==> config.mk <==
export PLATFORM = sky130hd
export DESIGN_NAME = calc_cmd_sequencer
export DESIGN_NICKNAME = d
export VERILOG_FILES = /design/src/rtl/calc_pkg.sv /design/src/rtl/calc_tx_serializer.sv /design/src/rtl/calc_cmd_sequencer.sv
export SDC_FILE = /design/constraint.sdc
export NUM_CORES = 1
export LEC_CHECK = 0
export CAP_MARGIN = 20
export CORE_ASPECT_RATIO = 1.75
export CORE_MARGIN = 2
export CORE_UTILIZATION = 44
export DETAILED_ROUTE_END_ITERATION = 6
export GPL_ROUTABILITY_DRIVEN = 0
export PLACE_DENSITY_LB_ADDON = 0.3
export SLEW_MARGIN = 30
export SYNTH_ARGS = -nofsm -noshare
export SYNTH_HDL_FRONTEND = slang
export SYNTH_SLANG_ARGS = --single-unit
==> constraint.sdc <==
create_clock -name clk -period 2.3 [get_ports clk]
set_input_delay 0.345 -clock clk [delete_from_list [all_inputs] [get_ports clk]]
set_output_delay 0.345 -clock clk [all_outputs]
set_load 0.1 [all_outputs]
==> src/rtl/calc_pkg.sv <==
// Shared definitions for the calculator command path: op encoding, response
// status codes and the command sequencer state encoding.
package calc_pkg;

  typedef enum logic [2:0] {
    OP_NONE = 3'b000,
    OP_ADD  = 3'b001,
    OP_SUB  = 3'b010,
    OP_MUL  = 3'b011,
    OP_DIV  = 3'b100,
    OP_SQRT = 3'b101,
    OP_GCD  = 3'b110,
    OP_RSVD = 3'b111
  } calc_op_e;

  localparam logic [7:0] STAT_OK      = 8'h00;
  localparam logic [7:0] STAT_BAD_OP  = 8'h01;
  localparam logic [7:0] STAT_TIMEOUT = 8'h02;

  typedef enum logic [2:0] {
    ST_RX_OP,
    ST_RX_A,
    ST_RX_B,
    ST_ISSUE,
    ST_WAIT,
    ST_TX_STATUS,
    ST_TX_RES
  } seq_state_e;

  // Upper five bits must be clear and the low three must name a real operation.
  function automatic logic op_code_valid(input logic [7:0] code);
    return (code[7:3] == 5'd0) &&
           (code[2:0] >= 3'(OP_ADD)) && (code[2:0] <= 3'(OP_GCD));
  endfunction

endpackage

==> src/rtl/calc_tx_serializer.sv <==
// Response byte serializer: loads a status byte plus an NB-byte result and
// shifts len bytes out, LSB first, under a valid/ready handshake.
module calc_tx_serializer #(
  parameter int NB = 2,
  parameter int LW = $clog2(NB + 2)
) (
  input  logic            clk,
  input  logic            rst,
  input  logic            load,
  input  logic [7:0]      status,
  input  logic [8*NB-1:0] result,
  input  logic [LW-1:0]   len,
  output logic [7:0]      tx_data,
  output logic            tx_valid,
  input  logic            tx_ready,
  output logic            last_fire
);

  // Handshake: a byte moves when tx_valid && tx_ready on a rising edge;
  // tx_data and tx_valid only change on load or on such a transfer.
  logic [8*(NB+1)-1:0] shreg;
  logic [LW-1:0]       remain;
  logic                fire;

  assign tx_data   = shreg[7:0];
  assign fire      = tx_valid && tx_ready;
  assign last_fire = fire && (remain == '0);

  always_ff @(posedge clk) begin
    if (rst) begin
      shreg    <= '0;
      remain   <= '0;
      tx_valid <= 1'b0;
    end else if (load) begin
      shreg    <= {result, status};
      remain   <= len - LW'(1);
      tx_valid <= 1'b1;
    end else if (fire) begin
      shreg <= shreg >> 8;
      if (remain == '0) begin
        tx_valid <= 1'b0;
      end else begin
        remain <= remain - LW'(1);
      end
    end
  end

endmodule

==> src/rtl/calc_cmd_sequencer.sv <==
// Command sequencer between the host byte link and the calculator core:
// assembles op/operand frames, runs the core, and streams back a response.
module calc_cmd_sequencer
  import calc_pkg::*;
#(
  parameter int DATA_WIDTH     = 16,
  parameter int TIMEOUT_CYCLES = 1024
) (
  input  logic                  clk,
  input  logic                  rst,
  input  logic [7:0]            rx_data,
  input  logic                  rx_valid,
  output logic                  rx_ready,
  output logic [7:0]            tx_data,
  output logic                  tx_valid,
  input  logic                  tx_ready,
  output logic [DATA_WIDTH-1:0] calc_opa,
  output logic [DATA_WIDTH-1:0] calc_opb,
  output logic [2:0]            calc_op,
  output logic                  calc_start,
  input  logic                  calc_ready,
  input  logic                  calc_done,
  input  logic [DATA_WIDTH-1:0] calc_result,
  output logic                  busy,
  output seq_state_e            fsm_state
);

  // DATA_WIDTH must be a non-zero multiple of 8; TIMEOUT_CYCLES must be >= 2.
  localparam int NB  = DATA_WIDTH / 8;
  localparam int BCW = (NB > 1) ? $clog2(NB) : 1;
  localparam int TW  = $clog2(TIMEOUT_CYCLES + 1);
  localparam int LW  = $clog2(NB + 2);

  seq_state_e     state;
  logic [7:0]     op_code;
  logic [BCW-1:0] byte_cnt;
  logic [TW-1:0]  wait_cnt;
  logic           rx_fire;
  logic           last_byte;
  logic           frame_ok;
  logic           timeout_hit;
  logic           ser_load;
  logic [7:0]     ser_status;
  logic [LW-1:0]  ser_len;
  logic           ser_last;

  function automatic logic [DATA_WIDTH-1:0] shift_in(input logic [DATA_WIDTH-1:0] cur,
                                                     input logic [7:0] b);
    return DATA_WIDTH'({b, cur} >> 8);
  endfunction

  assign fsm_state   = state;
  assign rx_fire     = rx_valid && rx_ready;
  assign last_byte   = (byte_cnt == BCW'(NB - 1));
  assign frame_ok    = op_code_valid(op_code);
  assign calc_start  = (state == ST_ISSUE) && calc_ready;
  // wait_cnt reads k in the k-th cycle after start; the transition taken here
  // puts the timeout status on the link exactly TIMEOUT_CYCLES after start.
  assign timeout_hit = (wait_cnt == TW'(TIMEOUT_CYCLES - 1));

  always_comb begin
    ser_load   = 1'b0;
    ser_status = STAT_OK;
    if (state == ST_RX_B && rx_fire && last_byte && !frame_ok) begin
      ser_load   = 1'b1;
      ser_status = STAT_BAD_OP;
    end else if (state == ST_WAIT) begin
      if (calc_done) begin
        ser_load   = 1'b1;
        ser_status = STAT_OK;
      end else if (timeout_hit) begin
        ser_load   = 1'b1;
        ser_status = STAT_TIMEOUT;
      end
    end
    ser_len = (ser_status == STAT_OK) ? LW'(NB + 1) : LW'(1);
  end

  calc_tx_serializer #(.NB(NB), .LW(LW)) u_tx (
    .clk      (clk),
    .rst      (rst),
    .load     (ser_load),
    .status   (ser_status),
    .result   (calc_result),
    .len      (ser_len),
    .tx_data  (tx_data),
    .tx_valid (tx_valid),
    .tx_ready (tx_ready),
    .last_fire(ser_last)
  );

  always_ff @(posedge clk) begin
    if (rst) begin
      state    <= ST_RX_OP;
      rx_ready <= 1'b0;
      busy     <= 1'b0;
      op_code  <= '0;
      byte_cnt <= '0;
      wait_cnt <= '0;
      calc_opa <= '0;
      calc_opb <= '0;
      calc_op  <= '0;
    end else begin
      case (state)
        ST_RX_OP: begin
          rx_ready <= 1'b1;
          if (rx_fire) begin
            op_code  <= rx_data;
            byte_cnt <= '0;
            busy     <= 1'b1;
            state    <= ST_RX_A;
          end
        end
        ST_RX_A: begin
          if (rx_fire) begin
            calc_opa <= shift_in(calc_opa, rx_data);
            if (last_byte) begin
              byte_cnt <= '0;
              state    <= ST_RX_B;
            end else begin
              byte_cnt <= byte_cnt + BCW'(1);
            end
          end
        end
        ST_RX_B: begin
          if (rx_fire) begin
            calc_opb <= shift_in(calc_opb, rx_data);
            if (last_byte) begin
              byte_cnt <= '0;
              rx_ready <= 1'b0;
              if (frame_ok) begin
                calc_op <= op_code[2:0];
                state   <= ST_ISSUE;
              end else begin
                state <= ST_TX_STATUS;
              end
            end else begin
              byte_cnt <= byte_cnt + BCW'(1);
            end
          end
        end
        ST_ISSUE: begin
          if (calc_ready) begin
            wait_cnt <= TW'(1);
            state    <= ST_WAIT;
          end
        end
        ST_WAIT: begin
          // The result itself is captured by the serializer on ser_load.
          if (calc_done || timeout_hit) begin
            state <= ST_TX_STATUS;
          end else begin
            wait_cnt <= wait_cnt + TW'(1);
          end
        end
        ST_TX_STATUS: begin
          if (ser_last) begin
            rx_ready <= 1'b1;
            busy     <= 1'b0;
            state    <= ST_RX_OP;
          end else if (tx_valid && tx_ready) begin
            state <= ST_TX_RES;
          end
        end
        ST_TX_RES: begin
          if (ser_last) begin
            rx_ready <= 1'b1;
            busy     <= 1'b0;
            state    <= ST_RX_OP;
          end
        end
        default: begin
          state <= ST_RX_OP;
        end
      endcase
    end
  end

endmodule

Word level (Yosys, flattened, before mapping)

Cells that the tools add are included.

$add $sub $neg: 4
Muxes and demuxes: 43
Reductions and logical operators: 34
Equality and inequality tests: 20
Order comparisons: 2

Operators with widths:

| cell                                              | number |
|---|---|
| 2-to-1 mux 24 bit                                 | 2 |
| 2-to-1 mux 3 bit                                  | 11 |
| 2-to-1 mux 11 bit                                 | 2 |
| one-hot mux 11 bit (2 select lines)               | 1 |
| one-hot mux 3 bit (7 select lines)                | 1 |
| != test 2 bit (second input constant)             | 9 |
| 2-to-1 mux 2 bit                                  | 8 |
| 2-to-1 mux 1 bit                                  | 15 |
| adder 11 x 1 -> 11 bit (second input constant)    | 1 |
| == test 11 x 10 -> 1 bit (second input constant)  | 1 |
| AND reduction 2 bit                               | 5 |
| nonzero test 2 bit                                | 5 |
| == test 3 bit (second input constant)             | 3 |
| logical AND 1 bit                                 | 9 |
| AND reduction 3 bit                               | 3 |
| AND reduction 9 bit                               | 1 |
| zero test 8 bit                                   | 1 |
| AND reduction 4 bit                               | 2 |
| == test 3 x 2 -> 1 bit (second input constant)    | 2 |
| != test 2 x 1 -> 1 bit (second input constant)    | 3 |
| zero test 5 bit                                   | 1 |
| one-hot mux 1 bit (2 select lines)                | 2 |
| OR reduction 2 bit                                | 2 |
| subtractor 2 x 1 -> 2 bit (second input constant) | 2 |
| 11 further kinds                                  | 11 |

Logic and storage cells: 115
Input bits: 30
Output and inout port bits: 50
Flip-flop bits (word level): 87

Logic depth before layout (Yosys ltp)

Gate-level depths: netlist of the first run.

Word-level depth: 10
Gate-level depth with buffers: 7
Depth with buffers taken out: 6

Modules after synthesis

From an unflattened synthesis of the first run, not the netlist that was laid out.

Cell total of the unflattened synthesis: 465
Area, all modules: 3997.6 sq um

By module, submodules not included:

| module             | area each (sq um) | cells each | instances |
|---|---|---|---|
| calc_cmd_sequencer | 2507.4            | 315        | 1 |
| calc_tx_serializer | 1490.2            | 150        | 1 |

Least setup slack after synthesis of the first run

OpenSTA, ideal clock, no wires.

Path type: register -> register
Start point: reg state[0], in the netlist fsm_state[0]
End point: reg wait_cnt[0]
Data required time: 2.213 ns
Data arrival time: 3.131 ns
Path buffers: 1
Stages on the path, launching flop included: 6
Period minus slack after synthesis: 3.218 ns
Path slack: -0.918 ns
Setup time: 0.087 ns
Cells stage by stage: dfxtp_1 -> buf_2 -> nand3_1 -> nor2_1 -> nor3_1 -> a211oi_1

Cells in the longest elaborated chain, start to end: 3

Ends and longest elaborated chain:

| what                                                                 | line                      | RTL |
|---|---|---|
| start, declared                                                      | calc_cmd_sequencer.sv:34  | `seq_state_e state;` |
| start signal, assigned                                               | calc_cmd_sequencer.sv:94  | `state <= ST_RX_OP;` |
| start signal, assigned                                               | calc_cmd_sequencer.sv:111 | `state <= ST_RX_A;` |
| start signal, assigned                                               | calc_cmd_sequencer.sv:119 | `state <= ST_RX_B;` |
| == test 3 bit / == test 3 x 2 -> 1 bit (equally long branches)       | calc_cmd_sequencer.sv:104 | `case (state)` |
| != test 2 bit (no line) / nonzero test 2 bit (equally long branches) | -                         |  |
| AND reduction 3 bit (no line)                                        | -                         |  |
| end signal, assigned                                                 | calc_cmd_sequencer.sv:153 | `wait_cnt <= wait_cnt + TW'(1);` |
| end, declared                                                        | calc_cmd_sequencer.sv:37  | `logic [TW-1:0] wait_cnt;` |

Parallel ways exist; a longest one is shown, timed or not.
A chain may end at the register's enable or synchronous reset.

Final worst setup path of the first run

Start point: reg wait_cnt[0]
End point: reg u_tx.shreg[10]

Cells in the longest elaborated chain, start to end: 6

Ends and longest elaborated chain:

| what                                                           | line                     | RTL |
|---|---|---|
| == test 11 x 10 -> 1 bit (*)                                   | calc_cmd_sequencer.sv:59 | `assign timeout_hit = (wait_cnt == TW'(TIMEOUT_CYCLES - 1));` |
| 2-to-1 mux 1 bit (*)                                           | calc_cmd_sequencer.sv:71 | `end else if (timeout_hit) begin` |
| 2-to-1 mux 1 bit (*)                                           | calc_cmd_sequencer.sv:68 | `if (calc_done) begin` |
| 2-to-1 mux 1 bit (*)                                           | calc_cmd_sequencer.sv:67 | `end else if (state == ST_WAIT) begin` |
| 2-to-1 mux 1 bit (*)                                           | calc_cmd_sequencer.sv:64 | `if (state == ST_RX_B && rx_fire && last_byte && !frame_ok) begin` |
| 2-to-1 mux 24 bit / nonzero test 2 bit (equally long branches) | -                        |  |
| end signal, assigned                                           | calc_tx_serializer.sv:35 | `shreg <= {result, status};` |
| end signal, assigned                                           | calc_tx_serializer.sv:39 | `shreg <= shreg >> 8;` |
| end, declared                                                  | calc_tx_serializer.sv:21 | `logic [8*(NB+1)-1:0] shreg;` |

Mark *: on every way between the ends. The rest lies on a longest branch, timed or not.

==> flow_metrics.py, run 1 <==
metrics = {
    "sta": {
        "hold_viol": 0,
        "maxSlewViolCount": 0,
        "fin_skew_ns": 0.00582,
        "finalCritPeriodShare_pct": 85.7,
        "relSlewSlack_pct": 64.7,
        "setup_viol": 0,
        "worst_pin_slew_ns": 0.525,
        "max_freq_mhz": 508,
        "fin_crit_ns": 1.97,
        "tns_ns": 0,
        "whs_ns": 0.401,
        "rsz0062_at_grt": "false",
    },
    "floorplan": {
        "floorplan.initialDensity_pct": 45.0,
        "design.die.area_um2": 9230,
        "pin_count": 80,
        "die_w_um": 73.5,
        "die_h_um": 126,
        "rows": 44,
        "core_um2": 8260,
    },
    "setup_path": {
        "cpMaxStageDelayCell": "o41ai_2",
        "cp_data_arrival_time_ns": 2.21,
        "endpoint_kind": "flop",
        "crit_path_max_incr_delay_ns": 0.47,
        "path_class": "reg -> reg",
        "worstPathMaxFanout": 33,
        "path_cells": "ha_1, nand4_2, o41ai_2, a32oi_4, buf_12, a311oi_1",
        "start_kind": "flop",
        "cp.required_ns": 2.54,
    },
    "finish": {
        "syn_to_final_growth_pct": 27.2,
        "nets": 554,
        "mostFrequentLayoutCell": "nand2_1",
        "diodes": 0,
        "drive_gt1_share_pct": 19.7,
        "final_cell_mix": "nand2_1, dfxtp_1, a21oi_1",
    },
    "power_and_ir_drop": {
        "p_leak_uw": 0.00172,
        "ir_drop_mv": 0.488,
        "switching_share_pct": 24.9,
        "cellInternalPower_uw": 2480,
        "switching_power_uw": 824,
        "seq_power_share_pct": 47.1,
        "p_per_area_nw_per_um2": 698,
        "p_comb_share_pct": 9.2,
        "power.share.clock_pct": 43.6,
    },
    "cts": {
        "clkLatencyLatePin_ns": 0.34,
        "post-cts-setup-buffers": 0,
        "root_buffer": "clkbuf_16",
        "cts_repair_resize_count": 0,
        "clock-sinks": 87,
        "cts_buffers": 9,
        "cts_hold_buf": 0,
        "clockBufferDepth": 2,
        "cts_max_level": 3,
        "tritoncts": "yes",
        "clk_pin_slew_ns": 0.06,
    },
    "outcome": {
        "status": "finished clean",
    },
    "synthesis": {
        "yosysSeqAreaShare_pct": 46.8,
        "synth_largest_area_cell": "dfxtp_1",
        "synthCells": 454,
        "synth.top_cell.area_share_pct": 46.8,
        "synth.avg_cell_area_um2": 8.19,
        "synthArstFlopShare_pct": 0,
        "synth_area_leaders": "dfxtp_1, nand2_1, a21oi_1, nand3_1, nor2_1",
        "synth-simple-area-share_pct": 27.5,
        "synth_compound_area_share_pct": 16.2,
        "ys_seq_elements": 87,
        "ys_warn_count": 0,
        "synth-xor-area-share_pct": 2.12,
        "syn_area_um2": 3720,
        "synth_edf_count": 0,
        "synth_top_family_by_area": "simple AND/OR/NAND/NOR gates",
        "synth_cell_types": 52,
        "synth_mux_area_share_pct": 0.807,
        "synthAdderAreaFrac_pct": 0.336,
        "synth_nets": 485,
        "synth_flop_cell": "dfxtp_1",
    },
    "drt": {
        "routed_wl_mm": 8.83,
        "ant_nets": 0,
        "drcViolationCount": 0,
        "viasPerCell": 5.36,
        "drt_iter0_markers": 199,
        "vias": 3322,
        "routedWlPerCell_um": 14.2,
        "first_pass_iters": 5,
    },
    "worst_hold_path": {
        "hold_class": "in -> reg",
    },
    "run": {
        "cap_violations": 0,
    },
    "global_routing": {
        "grt_max_degree": 44,
        "grt_pass1_vias": 3007,
        "grt_pass1_wl_mm": 14.1,
        "grtUsageTotal_pct": 19.4,
        "global_route.overflow_total": 0,
        "antenna_found_initial": 0,
    },
    "place": {
        "numPortBuffers": 79,
        "hpwl_mm": 6.20,
    },
}
cell type report:
cell class,count,area (µm²)
timing repair buffer,94,798
fill,753,3520
multi-input combinational,326,1760
clock inverter,6,71.3
tap,92,115
sequential,87,1750
clock buffer,10,229
inverter,5,18.8
power by group through the flow:
| stage | Combinational (µW) | Sequential [µW] | Clock (µW) |
|---|---|---|---|
| CTS | 308 | 1560 | 1460 |
| global placement | 305 | 1590 | 0 |
| detailed placement | 306 | 1590 | 0 |
| global route | 328 | 1560 | 1540 |
| floorplan | 121 | 1660 | 0 |
| finish | 305 | 1560 | 1440 |
per-stage QoR:
stage / setup slack (ns) / util, % / cell area [µm²] / power (µW) / cells
detailed placement: 0.331 / 53.7 / 4430 / 1900 / 604
floorplan: 0.0641 / - / 3730 / 1780 / 454
finish: 0.330 / 57.3 / 4730 / 3300 / 620
global placement: 0.381 / 53.7 / 4430 / 1890 / 604
global route: 0.216 / 57.3 / 4730 / 3420 / 620
CTS: 0.331 / 57.3 / 4730 / 3330 / 620
sequential cells by signal, indices dropped and copies added (netlist names):
signal,count
u_tx.shreg,24
calc_opa,16
calc_opb,16
wait_cnt,11
op_code,8
calc_op,3
fsm_state,3
u_tx.remain,2
busy,1
byte_cnt,1
rx_ready,1
u_tx.tx_valid,1
worst max-delay path, delay by kind of cell, from the launching register on:
kind	cells	cell delay (ns)
AOI/OAI and AO/OA	3	0.85
adders and majority gates	1	0.22
buffers and inverters	1	0.20
DFF	1	0.38
and+or+nand+nor	1	0.21
Yosys cell counts (2+ instances only):
master      n
nand2_1   120
dfxtp_1    87
a21oi_1    64
nor2_1     31
nand3_1    27
clkbuf_1   17
a311oi_1    9
buf_4       9
xnor2_1     8
nand2b_1    7
nor3_1      6
o21ai_0     6
buf_6       5
inv_1       5
nor4_1      5
buf_2       4
mux2i_1     3
a211oi_1    2
a31o_2      2
a31oi_1     2
nand2b_4    2
nand4_2     2
nor3b_1     2
kinds of logic (layout without fill, tap and decap cells):
logic type	after synthesis	after routing
simple gates	217	217
flops	87	87
fa+ha+maj	1	1
mux	3	3
buf+inv	41	115
xor+xnor	9	9
compound gates	96	96
worst paths after layout:
| path | start | end | slack, ns | depth (start not counted) |
|---|---|---|---|---|
| max | wait_cnt[0] | u_tx.shreg[10] | 0.33 | 6 |
| min reg2reg | u_tx.shreg[11] | u_tx.shreg[3] | 0.45 | 2 |
| max reg2reg | wait_cnt[0] | u_tx.shreg[10] | 0.33 | 6 |
| min | rst | u_tx.remain[1] | 0.40 | 4 |
layer usage:
layer / wire (µm) / GRT usage [%] / vias to the layer above
met4: 179 / 8.02 / 0
met1: 3440 / 21.5 / 1564
li1: - / - / 1679
met5: 0 / 0 / -
met3: 371 / 4.96 / 12
met2: 4840 / 33.9 / 67
Note: power is estimated with default switching activity, not from simulation.
==> inputs of run 2 (changes only) <==
ABC_CLOCK_PERIOD_IN_PS = 2300   (was not set)
CORE_UTILIZATION = 45   (was 44)
==> flow_metrics.py, run 2 (synthesized netlist as in run 1, its figures left out) <==
metrics = {
    "cts": {
        "post-cts-setup-buffers": 0,
        "clockBufferDepth": 2,
        "cts_max_level": 3,
        "cts_buffers": 9,
        "tritoncts": "yes",
        "cts_repair_resize_count": 0,
        "clk_pin_slew_ns": 0.06,
        "clkLatencyLatePin_ns": 0.34,
        "root_buffer": "clkbuf_16",
        "clock-sinks": 87,
        "cts_hold_buf": 0,
    },
    "place": {
        "hpwl_mm": 6.24,
        "numPortBuffers": 79,
        "pre_cts_ws_ns": 0.330,
    },
    "drt": {
        "drcViolationCount": 0,
        "routedWlPerCell_um": 14.2,
        "first_pass_iters": 4,
        "vias": 3271,
        "routed_wl_mm": 8.73,
        "ant_nets": 0,
        "viasPerCell": 5.30,
        "drt_iter0_markers": 194,
    },
    "sta": {
        "relSlewSlack_pct": 64.6,
        "fin_skew_ns": 0.00571,
        "setup_viol": 0,
        "finalCritPeriodShare_pct": 86.4,
        "hold_viol": 0,
        "max_freq_mhz": 503,
        "worst_pin_slew_ns": 0.525,
        "rsz0062_at_grt": "false",
        "tns_ns": 0,
        "fin_crit_ns": 1.99,
        "worst_slack_ns": 0.312,
        "maxSlewViolCount": 0,
    },
    "setup_path": {
        "path_cells": "ha_1, nand4_2, o41ai_2, a32oi_4, buf_12, nand2b_1, a21oi_1",
        "cp-startpoint": "wait_cnt[0]",
        "cp_data_arrival_time_ns": 2.25,
        "worstPathMaxFanout": 33,
        "crit_path_max_incr_delay_ns": 0.48,
        "cp.required_ns": 2.57,
        "timing.rr.start": "wait_cnt[0]",
        "start_kind": "flop",
        "path_class": "reg -> reg",
        "cpMaxStageDelayCell": "o41ai_2",
        "endpoint_kind": "flop",
    },
    "floorplan": {
        "die_w_um": 72.7,
        "floorplan.initialDensity_pct": 46.7,
        "die_h_um": 124,
        "pin_count": 80,
        "design.die.area_um2": 9040,
        "core_um2": 7960,
        "rows": 43,
    },
    "power_and_ir_drop": {
        "p_per_area_nw_per_um2": 707,
        "p_leak_uw": 0.00174,
        "ir_drop_mv": 0.613,
    },
    "global_routing": {
        "met2_usage_pct": 35.8,
        "grtUsageTotal_pct": 20.0,
        "busiest_layer": "met2",
        "global_route.overflow_total": 0,
        "grt_pass1_wl_mm": 14.2,
        "met1_usage_pct": 21.8,
        "grt_use_met3_pct": 4.45,
        "grt_max_degree": 51,
        "grt_pass1_vias": 3088,
        "antenna_found_initial": 0,
    },
    "finish": {
        "mostFrequentLayoutCell": "nand2_1",
        "reg.largest.list": "u_tx.shreg x24, calc_opa x16, calc_opb x16",
        "fillers": 753,
        "multi_input_area_um2": 1760,
        "largest_reg_flops": 24,
        "syn_to_final_growth_pct": 27.4,
        "regMostFlops": "u_tx.shreg",
        "final-seq-area_um2": 1750,
        "diodes": 0,
        "final_cell_mix": "nand2_1, dfxtp_1, a21oi_1, buf_4, nor2_1",
        "drive_gt1_share_pct": 19.7,
        "nets": 555,
    },
    "worst_hold_path": {
        "hold_class": "in -> reg",
        "worstHoldStart": "rst",
    },
    "run": {
        "cap_violations": 0,
    },
    "outcome": {
        "status": "finished clean",
    },
}
==> run 2: cell types whose count changed in the layout (fill, tap and decap cells not counted) <==
cell / previous run / this run
clkbuf_1: 1 / 0
clkinvlp_4: 2 / 0
buf_4: 63 / 64
clkinv_2: 0 / 3
bufinv_16: 1 / 2
clkinv_4: 3 / 0
==> run 2: worst paths after layout <==
check / end / slack [ns] / depth (start not counted)
worst max-delay path: u_tx.shreg[20] / 0.31 / 7
worst min register to register: calc_opb[0] / 0.45 / 2
worst max register to register: u_tx.shreg[20] / 0.31 / 7
worst min-delay path: u_tx.remain[1] / 0.39 / 4
==> run 2: area by class of cell <==
type	count	share of cell area, %
sequential	87	36.8
timing repair buffer	95	17.0
clock inverter	5	1.58
inverter	5	0.396
tap	90	2.38
multi-input combinational	326	37.0
clock buffer	9	4.75
==> run 2: layer usage <==
layer	up-vias	wire length, µm
li1	1670	-
met1	1509	3470
met2	79	4690
met3	13	398
met4	0	169
met5	-	0
==> run 2: power breakdown <==
group | switching [µW] | internal [µW]
Sequential | 28.0 | 1530
Clock | 553 | 932
Combinational | 201 | 104
Total | 782 | 2570
==> run 2: stage by stage <==
| step | cell area [µm²] | utilization (%) | hold slack [ns] | total power [µW] | instances |
|---|---|---|---|---|---|
| floorplan | 3730 | - | 0.432 | 1780 | 454 |
| global placement | 4440 | 55.7 | 0.442 | 1890 | 603 |
| detailed placement | 4440 | 55.7 | 0.446 | 1900 | 603 |
| CTS | 4740 | 59.5 | 0.385 | 3380 | 617 |
| global route | 4740 | 59.5 | 0.428 | 3470 | 617 |
| finish | 4740 | 59.5 | 0.389 | 3350 | 617 |
==> run 2: critical path: cells and delay by family, from the launching register on <==
family	cells	cell delay, ns
AOI/OAI and AO/OA	3	0.73
and+or+nand+nor	2	0.35
buffers and inverters	1	0.20
adders and majority gates	1	0.24
DFF	1	0.38
==> inputs of run 3 (changes only) <==
SKIP_LAST_GASP = 1   (was not set)
==> results of run 3 <==
Final layout, timing and power as in run 2 (identical DEF).
